## src/rtl/dac_spi_tx.sv

```systemverilog
// Serial DAC driver: samples wave_data every SAMPLE_DIV clocks and shifts it out
// MSB first as a 16-bit SPI word {CTRL_BITS, wave_data, 4'b0000}.
module dac_spi_tx #(
  parameter int         CLK_DIV    = 4,
  parameter int         SAMPLE_DIV = 500,
  parameter logic [3:0] CTRL_BITS  = 4'b0000
) (
  input  logic       clk,
  input  logic       rst_n,
  input  logic       enable,
  input  logic [7:0] wave_data,
  output logic       dac_cs_n,
  output logic       dac_sclk,
  output logic       dac_din,
  output logic       busy,
  output logic       frame_done,
  output logic       overrun
);

  localparam int            TW        = $clog2(SAMPLE_DIV);
  localparam int            CW        = $clog2(CLK_DIV + 1);
  localparam logic [TW-1:0] TIMER_MAX = TW'(SAMPLE_DIV - 1);
  localparam logic [CW-1:0] CNT_MAX   = CW'(CLK_DIV - 1);

  typedef enum logic [2:0] {
    S_IDLE  = 3'd0,
    S_SETUP = 3'd1,
    S_SHIFT = 3'd2,
    S_HOLD  = 3'd3,
    S_GAP   = 3'd4
  } state_t;

  state_t        r_state;
  logic [TW-1:0] r_timer;
  logic [CW-1:0] r_cnt;
  logic [3:0]    r_bit;
  logic [15:0]   r_shift;
  logic          r_cs_n;
  logic          r_sclk;
  logic          r_din;
  logic          r_busy;
  logic          r_done;
  logic          r_overrun;

  state_t        w_state_nxt;
  logic [CW-1:0] w_cnt_nxt;
  logic [3:0]    w_bit_nxt;
  logic [15:0]   w_shift_nxt;
  logic          w_cs_n_nxt;
  logic          w_sclk_nxt;
  logic          w_din_nxt;
  logic          w_done_nxt;
  logic          w_tick;
  logic          w_cnt_last;
  logic [15:0]   w_frame;

  assign w_tick     = enable && (r_timer == TIMER_MAX);
  assign w_cnt_last = (r_cnt == CNT_MAX);
  assign w_frame    = {CTRL_BITS, wave_data, 4'b0000};

  // Sample-rate timer; a tick is the last count of each SAMPLE_DIV window
  always_ff @(posedge clk or negedge rst_n) begin
    if (!rst_n) begin
      r_timer <= {TW{1'b0}};
    end else if (!enable || w_tick) begin
      r_timer <= {TW{1'b0}};
    end else begin
      r_timer <= r_timer + 1'b1;
    end
  end

  // Sticky overrun: a tick that finds the serialiser busy is dropped
  always_ff @(posedge clk or negedge rst_n) begin
    if (!rst_n) begin
      r_overrun <= 1'b0;
    end else if (!enable) begin
      r_overrun <= 1'b0;
    end else if (w_tick && (r_state != S_IDLE)) begin
      r_overrun <= 1'b1;
    end else begin
      r_overrun <= r_overrun;
    end
  end

  // Frame sequencer: next state and next value of every registered output
  always_comb begin
    w_state_nxt = r_state;
    w_cnt_nxt   = r_cnt;
    w_bit_nxt   = r_bit;
    w_shift_nxt = r_shift;
    w_cs_n_nxt  = r_cs_n;
    w_sclk_nxt  = r_sclk;
    w_din_nxt   = r_din;
    w_done_nxt  = 1'b0;
    case (r_state)
      S_IDLE: begin
        if (w_tick) begin
          w_shift_nxt = w_frame;
          w_din_nxt   = w_frame[15];
          w_cs_n_nxt  = 1'b0;
          w_sclk_nxt  = 1'b0;
          w_cnt_nxt   = {CW{1'b0}};
          w_bit_nxt   = 4'd0;
          w_state_nxt = S_SETUP;
        end else begin
          w_state_nxt = S_IDLE;
        end
      end
      S_SETUP: begin
        if (w_cnt_last) begin
          w_cnt_nxt   = {CW{1'b0}};
          w_sclk_nxt  = 1'b1;
          w_state_nxt = S_SHIFT;
        end else begin
          w_cnt_nxt = r_cnt + 1'b1;
        end
      end
      S_SHIFT: begin
        if (!w_cnt_last) begin
          w_cnt_nxt = r_cnt + 1'b1;
        end else begin
          w_cnt_nxt = {CW{1'b0}};
          // Falling edge moves din on, except after the last bit so it holds into HOLD
          if (r_sclk) begin
            w_sclk_nxt = 1'b0;
            if (r_bit != 4'd15) begin
              w_shift_nxt = {r_shift[14:0], 1'b0};
              w_din_nxt   = r_shift[14];
            end else begin
              w_din_nxt = r_din;
            end
          end else if (r_bit == 4'd15) begin
            w_state_nxt = S_HOLD;
          end else begin
            w_bit_nxt  = r_bit + 4'd1;
            w_sclk_nxt = 1'b1;
          end
        end
      end
      S_HOLD: begin
        if (w_cnt_last) begin
          w_cnt_nxt   = {CW{1'b0}};
          w_cs_n_nxt  = 1'b1;
          w_din_nxt   = 1'b0;
          w_done_nxt  = 1'b1;
          w_state_nxt = S_GAP;
        end else begin
          w_cnt_nxt = r_cnt + 1'b1;
        end
      end
      S_GAP: begin
        if (w_cnt_last) begin
          w_cnt_nxt   = {CW{1'b0}};
          w_state_nxt = S_IDLE;
        end else begin
          w_cnt_nxt = r_cnt + 1'b1;
        end
      end
      default: begin
        w_state_nxt = S_IDLE;
        w_cnt_nxt   = {CW{1'b0}};
        w_cs_n_nxt  = 1'b1;
        w_sclk_nxt  = 1'b0;
        w_din_nxt   = 1'b0;
      end
    endcase
  end

  // State and output registers; busy follows the state being entered
  always_ff @(posedge clk or negedge rst_n) begin
    if (!rst_n) begin
      r_state <= S_IDLE;
      r_cnt   <= {CW{1'b0}};
      r_bit   <= 4'd0;
      r_shift <= 16'h0000;
      r_cs_n  <= 1'b1;
      r_sclk  <= 1'b0;
      r_din   <= 1'b0;
      r_busy  <= 1'b0;
      r_done  <= 1'b0;
    end else begin
      r_state <= w_state_nxt;
      r_cnt   <= w_cnt_nxt;
      r_bit   <= w_bit_nxt;
      r_shift <= w_shift_nxt;
      r_cs_n  <= w_cs_n_nxt;
      r_sclk  <= w_sclk_nxt;
      r_din   <= w_din_nxt;
      r_busy  <= (w_state_nxt != S_IDLE);
      r_done  <= w_done_nxt;
    end
  end

  assign dac_cs_n   = r_cs_n;
  assign dac_sclk   = r_sclk;
  assign dac_din    = r_din;
  assign busy       = r_busy;
  assign frame_done = r_done;
  assign overrun    = r_overrun;

endmodule

```

## config.mk

```make
export PLATFORM = sky130hd
export DESIGN_NAME = dac_spi_tx
export DESIGN_NICKNAME = d
export VERILOG_FILES = /design/src/rtl/dac_spi_tx.sv
export SDC_FILE = /design/constraint.sdc
export NUM_CORES = 1
export LEC_CHECK = 0
export BUFFER_PORTS_ARGS = -buffer_cell sky130_fd_sc_hd__buf_2
export CORE_AREA = 4 4 74 76
export DETAILED_ROUTE_END_ITERATION = 8
export DIE_AREA = 0 0 78 80
export HOLD_SLACK_MARGIN = 0.02
export PLACE_DENSITY = 0.52
export SYNTH_ARGS = -nofsm -noshare
export SYNTH_HDL_FRONTEND = slang
export SYNTH_SLANG_ARGS = --single-unit
```

## constraint.sdc

```tcl
create_clock -name clk -period 2.55 [get_ports clk]
set_input_delay 0.1275 -clock clk [delete_from_list [all_inputs] [get_ports clk]]
set_output_delay 0.1275 -clock clk [all_outputs]
set_load 0.01 [all_outputs]
```

==> flow_summary.json, run 1 <==
{
  "run_status": "completed",
  "design.die.area_sq_um": 6240,
  "maximum_number_of_pins_on_one_net_before_global_route_repair": 37,
  "setup_viol": 0,
  "rsz_0062_raised_after_global_routing": "false",
  "numClockSinks": 36,
  "tightestPinTransition_ps": 801.8,
  "synth-edff-count": 0,
  "slew_violations": 0,
  "start_util_pct": 40.00,
  "synth_top_area_share_pct": 46.36,
  "place.port_buffers": 16,
  "syn-num-nets": 200,
  "mostFrequentLayoutCell": "sky130_fd_sc_hd__dfrtp_1",
  "critPathLaunchType": "register",
  "vias_per_cell": 5.105,
  "post_synth_cell_types": 42,
  "layout.core_utilization_pct": 44.95,
  "fin_crit_ps": 2302,
  "grt_usage_pct": 13.02,
  "syn-mean-instance-area_sq_um": 10.16,
  "cts.reportedPaths.clkPinSlew_ps": 70,
  "syn_area_sq_um": 1889,
  "ys_ff_latch": 36,
  "layout-drive-gt1-share_pct": 22.97,
  "power-per-cell-area_nw_per_um2": 481.6,
  "fmax_mhz": 434.4,
  "cts_max_path_buffers": 2,
  "hold_violations": 0,
  "ioPinCount": 17,
  "die_w_microns": 78,
  "post_synthesis_async_set_or_reset_flop_share_pct": 100.0,
  "most-common-layout-cells": "35 x sky130_fd_sc_hd__dfrtp_1, 28 x sky130_fd_sc_hd__nor2_1, 16 x sky130_fd_sc_hd__buf_2",
  "critPathKind": "register to register",
  "timing.critical_path.arrival_ps": 2510,
  "synthSimpleGateAreaFrac_pct": 21.72,
  "synthFlopType": "sky130_fd_sc_hd__dfrtp_1",
  "gp_congestion": 0.7860,
  "antenna_cells_inserted": 0,
  "routed_wirelength_mm": 3.633,
  "ctsRootBufferMaster": "sky130_fd_sc_hd__clkbuf_8",
  "cts_resized": 0,
  "timing.reg2reg.setup_slack_ps": 250,
  "htreeDepth": 2,
  "detailed_place_hpwl_mm": 2.623,
  "clkLatencyLatePin_ps": 280,
  "synth_xor_area_share_pct": 3.709,
  "finalWorstSetupSlack_ps": 247.9,
  "synth.area.mux_share_pct": 5.364,
  "vias_in_the_first_global_route": 1375,
  "dp_worst_setup_slack_ps": 214.6,
  "timing.setup.tns_ps": 0,
  "synth_top_family_by_area": "simple AND/OR/NAND/NOR gates",
  "grt_first_pass_wirelength_mm": 6.403,
  "die_height_microns": 80,
  "slew_headroom_pct": 46.55,
  "fin_worst_skew_ps": 1.108,
  "finalCritPeriodShare_pct": 90.28,
  "report.power.total_uw": 1023,
  "synth-adder-area-share_pct": 1.987,
  "power.static_leakage_uw": 0.0009638,
  "cts_tree": "yes",
  "ys.warnings.count": 0,
  "cp-end-kind": "register",
  "cts_setup_buffers": 0,
  "area_fraction_in_compound_gates_after_synthesis_pct": 14.90,
  "antenna_violating_nets_post_route": 0,
  "antenna_found_initial": 0,
  "number_of_cts_inserted_buffers": 5,
  "post_synth_main_area_contributors": "sky130_fd_sc_hd__dfrtp_1 46%, sky130_fd_sc_hd__nor2_1 5.6%, sky130_fd_sc_hd__mux2i_1 4.8%",
  "syn-instance-count": 186,
  "first_iteration_detailed_routing_drc_count": 94,
  "syn_to_final_growth_pct": 12.38,
  "drv_cap": 0,
  "dr_total_vias": 1409,
  "worstPathMaxFanout": 14,
  "placement_rows": 25,
  "fin_nets": 222,
  "drc": 0,
  "drt-pass1-iter-count": 4,
  "yosysSeqAreaShare_pct": 47.75,
  "ir_drop_uv": 240.8,
  "required_ps": 2760,
  "fp.coreArea_sq_um": 4723,
  "grt-ovfl-total": 0,
  "post-synth-top-area-cell": "sky130_fd_sc_hd__dfrtp_1",
  "route.detailed.wl_per_inst_microns": 13.16,
  "hold_path.class": "input port to register"
}
-- what timing repair did --
action	in CTS	in global routing
hold endpoints to repair	35	0
hold buffers	1	0
endpoints found under the setup margin	0	0
-- synth_stat cells (3+ instances only) --
cell	n
sky130_fd_sc_hd__a21oi_1	11
sky130_fd_sc_hd__a21oi_2	7
sky130_fd_sc_hd__buf_6	5
sky130_fd_sc_hd__dfrtp_1	35
sky130_fd_sc_hd__ha_1	3
sky130_fd_sc_hd__inv_1	6
sky130_fd_sc_hd__mux2i_1	9
sky130_fd_sc_hd__nand2_1	12
sky130_fd_sc_hd__nand2b_1	3
sky130_fd_sc_hd__nand3_1	8
sky130_fd_sc_hd__nand4_1	4
sky130_fd_sc_hd__nor2_1	28
sky130_fd_sc_hd__nor3_1	4
sky130_fd_sc_hd__o21ai_0	14
sky130_fd_sc_hd__xnor2_1	6
-- logic make-up (layout without fill, tap and decap cells) --
group | count (synthesis) | in the layout
adder cells (fa/ha/maj) | 3 | 3
flip-flops | 36 | 36
XOR/XNOR | 8 | 8
AO/OA/AOI/OAI | 41 | 41
multiplexers | 10 | 10
AND/OR/NAND/NOR | 75 | 75
buffers and inverters | 13 | 36
-- state kept, by name (all words and copies together), names as in the netlist --
signal	flops
r_bit	4
dac_sclk	1
dac_din	1
r_shift	11
r_cnt	3
busy	1
r_state	3
r_timer	9
dac_cs_n	1
overrun	1
frame_done	1
-- critical path, stage by stage, from the launching register on --
cell and delay [ps]:
sky130_fd_sc_hd__dfrtp_1 390, sky130_fd_sc_hd__ha_1 240, sky130_fd_sc_hd__and4bb_2 310, sky130_fd_sc_hd__nand4_4 140
sky130_fd_sc_hd__a2111oi_4 660, sky130_fd_sc_hd__buf_4 330, sky130_fd_sc_hd__nor2_1 70, sky130_fd_sc_hd__a21oi_2 100
-- cell type report --
cell class / count / area (sq um)
fillers: 465 / 2600
flip-flops and latches: 36 / 902.1
multi-input cells: 137 / 900.9
repair buffers: 21 / 120.1
clock buffers: 8 / 90.09
well taps: 67 / 83.83
inverters: 7 / 26.28
-- path summary, 6_finish.rpt --
check	startpoint	endpoint	depth (start not counted)
setup / recovery	r_timer[0]$_DFF_PN0_	r_shift[5]$_DFFE_PN0P_	7
hold / removal	wave_data[0]	r_shift[4]$_DFFE_PN0P_	3
setup reg to reg	r_timer[0]$_DFF_PN0_	r_shift[5]$_DFFE_PN0P_	7
hold reg to reg	r_timer[0]$_DFF_PN0_	r_timer[0]$_DFF_PN0_	1
max in group asynchronous	rst_n	r_timer[2]$_DFF_PN0_	2
min in group asynchronous	rst_n	busy$_DFF_PN0_	2
-- metrics by stage --
step / instance area, sq um / hold WS [ps] / std cells
final: 2123 / 71.63 / 276
after global placement: 2023 / 255.8 / 267
after floorplan: 1889 / -168.1 / 186
after CTS: 2123 / 62.33 / 276
after detailed placement: 2023 / 265.8 / 267
after global routing: 2123 / 98.69 / 276
-- per-layer routing --
layer  up-vias  routed length, microns  GRT usage (%)
li1        698                       -              -
met1       680                    1683          16.15
met2        26                    1740          21.23
met3         5                     152          4.176
met4         0                      56          4.720
met5         -                       0              0
-- power breakdown --
group / leakage (uW) / switching, uW / internal [uW]
registers: 0.000460 / 4.22 / 575
logic: 0.000458 / 21.6 / 12.3
clock network: 0.0000455 / 189 / 220
Note: power is estimated with default switching activity, not from simulation.
==> inputs of run 2 (changes only) <==
CORE_AREA = 4 4 67 69   (was 4 4 74 76)
DIE_AREA = 0 0 71 73   (was 0 0 78 80)
PLACE_DENSITY = 0.63   (was 0.52)
==> run 2 against run 1 <==
  * Core utilization rose by 8.4 points
  * Hold slack barely moved
  * Clock-buffer cell count did not move
  * Setup slack improved by 220 ps
  * Cell count fell by 6.9%
  * Clock skew rose by 5.6 ps
  * Largest cell class unchanged
  * Largest power group unchanged
==> flow_summary.json, run 2 (synthesized netlist as in run 1, its figures left out) <==
{
  "vias_per_cell": 5.475,
  "syn_to_final_growth_pct": 10.46,
  "most-common-layout-cells": "35 x sky130_fd_sc_hd__dfrtp_1, 28 x sky130_fd_sc_hd__nor2_1, 16 x sky130_fd_sc_hd__buf_2",
  "hold_violations": 0,
  "gr-usage-met3_pct": 4.821,
  "critPathLaunchType": "register",
  "report.power.total_uw": 1023,
  "maximum_number_of_pins_on_one_net_before_global_route_repair": 37,
  "power-per-cell-area_nw_per_um2": 490.0,
  "cp-end-kind": "register",
  "antenna_cells_inserted": 0,
  "largest_reg_flops": 11,
  "htreeDepth": 2,
  "worstPathMaxFanout": 22,
  "die_w_microns": 71,
  "fin_nets": 220,
  "detailed_place_hpwl_mm": 2.626,
  "vias_in_the_first_global_route": 1419,
  "setup_viol": 0,
  "cell_internal_power_uw": 807.5,
  "fin_worst_skew_ps": 6.681,
  "required_ps": 2750,
  "tightestPinTransition_ps": 816.3,
  "instances_no_fill": 257,
  "numClockSinks": 36,
  "timing.setup.tns_ps": 0,
  "fmax_mhz": 480.5,
  "number_of_cts_inserted_buffers": 5,
  "busiest_layer": "met2",
  "place.detailed.instances": 248,
  "cts.reportedPaths.clkPinSlew_ps": 70,
  "layout-drive-gt1-share_pct": 22.22,
  "power.static_leakage_uw": 0.0009542,
  "first_iteration_detailed_routing_drc_count": 97,
  "timing.critical_path.arrival_ps": 2280,
  "cts_resized": 0,
  "grt_usage_pct": 15.44,
  "run_status": "completed",
  "slew_headroom_pct": 45.58,
  "cts_max_path_buffers": 2,
  "layout.core_utilization_pct": 53.32,
  "fp.coreArea_sq_um": 3914,
  "grt_first_pass_wirelength_mm": 6.327,
  "design.die.area_sq_um": 5183,
  "antenna_violating_nets_post_route": 0,
  "rsz_0062_raised_after_global_routing": "false",
  "clock_power_share_pct": 40.0,
  "comb_power_share_pct": 3.3,
  "critPathKind": "register to register",
  "dr_total_vias": 1407,
  "regMostFlops": "r_shift",
  "die_height_microns": 73,
  "ir_drop_uv": 366.8,
  "drt-pass1-iter-count": 4,
  "place.port_buffers": 16,
  "mostFrequentLayoutCell": "sky130_fd_sc_hd__dfrtp_1",
  "placement_rows": 23,
  "drv_cap": 0,
  "sw_frac_of_total_pct": 21.03,
  "gr-usage-met2_pct": 26.36,
  "grt-ovfl-total": 0,
  "slew_violations": 0,
  "ctsRootBufferMaster": "sky130_fd_sc_hd__clkbuf_8",
  "finalCritPeriodShare_pct": 81.62,
  "start_util_pct": 48.27,
  "gp_congestion": 0.7809,
  "total_net_switching_power_uw": 215.0,
  "biggestRegsByFlops": "r_shift: 11 flops, r_timer: 9 flops, r_bit: 4 flops",
  "ioPinCount": 17,
  "fin_crit_ps": 2081,
  "cts_tree": "yes",
  "antenna_found_initial": 0,
  "worst_hold_slack_ps": 71.78,
  "drc": 0,
  "global_route_track_usage_on_met1_pct": 18.36,
  "timing.reg2reg.setup_slack_ps": 470,
  "route.detailed.wl_per_inst_microns": 14.23,
  "hold_path.class": "input port to register",
  "power_frac_seq_pct": 56.6,
  "clkLatencyLatePin_ps": 280,
  "routed_wirelength_mm": 3.657
}
[run 2: changes by cell type in the layout (fill, tap and decap cells not counted)]
cell	previous run	this run
sky130_fd_sc_hd__buf_4	4	2
[run 2: worst max-delay path: stages, from the launching register on]
cell and delay [ps]:
sky130_fd_sc_hd__dfrtp_1 390, sky130_fd_sc_hd__ha_1 250, sky130_fd_sc_hd__and4bb_2 300, sky130_fd_sc_hd__nand4_4 130
sky130_fd_sc_hd__a2111oi_4 360, sky130_fd_sc_hd__buf_4 330, sky130_fd_sc_hd__nand4_1 130, sky130_fd_sc_hd__o21ai_0 100
[run 2: stage by stage]
step	cell area, sq um	setup WS [ps]
3_5_place_dp	1987	455.2
4_1_cts	2087	461.2
3_3_place_gp	1987	550.4
6_report	2087	468.6
2_1_floorplan	1889	612.2
5_1_grt	2087	255.8
[run 2: worst paths after layout]
kind / from / endpoint / depth (start not counted)
worst max-delay path: r_timer[0]$_DFF_PN0_ / r_shift[14]$_DFFE_PN0P_ / 7
worst min-delay path: wave_data[0] / r_shift[4]$_DFFE_PN0P_ / 3
worst max register to register: r_timer[0]$_DFF_PN0_ / r_shift[14]$_DFFE_PN0P_ / 7
worst min register to register: overrun$_DFFE_PN0P_ / overrun$_DFFE_PN0P_ / 1
max in group asynchronous: rst_n / r_timer[7]$_DFF_PN0_ / 2
min in group asynchronous: rst_n / r_cnt[2]$_DFFE_PN0P_ / 2
[run 2: power groups by stage]
stage / clock [uW] / sequential [uW] / combinational, uW
floorplan: 0 / 589 / 11.3
global placement: 0 / 589 / 32.5
detailed placement: 0 / 590 / 34.8
CTS: 423 / 579 / 36.0
global route: 450 / 580 / 40.5
finish: 409 / 579 / 34.2
[run 2: cell type report]
class                           instances  area (sq um)
Inverter                                7         26.28
Sequential cell                        36         902.1
Multi-Input combinational cell        137         900.9
Timing Repair Buffer                   19         105.1
Fill cell                             390          1827
Clock buffer                            8         90.09
Tap cell                               50         62.56
[run 2: what timing repair did]
| item | CTS | global route |
|---|---|---|
| endpoints found under the hold margin | 35 | 0 |
| hold buffers | 1 | 0 |
| setup buffers | 0 | 0 |
[run 2: metal layers]
metal	wire length, microns	part of all wire [%]	vias up
met5	0	0	-
met2	1822	50	23
li1	-	-	694
met1	1648	45	685
met4	42	1.1	0
met3	144	3.9	5
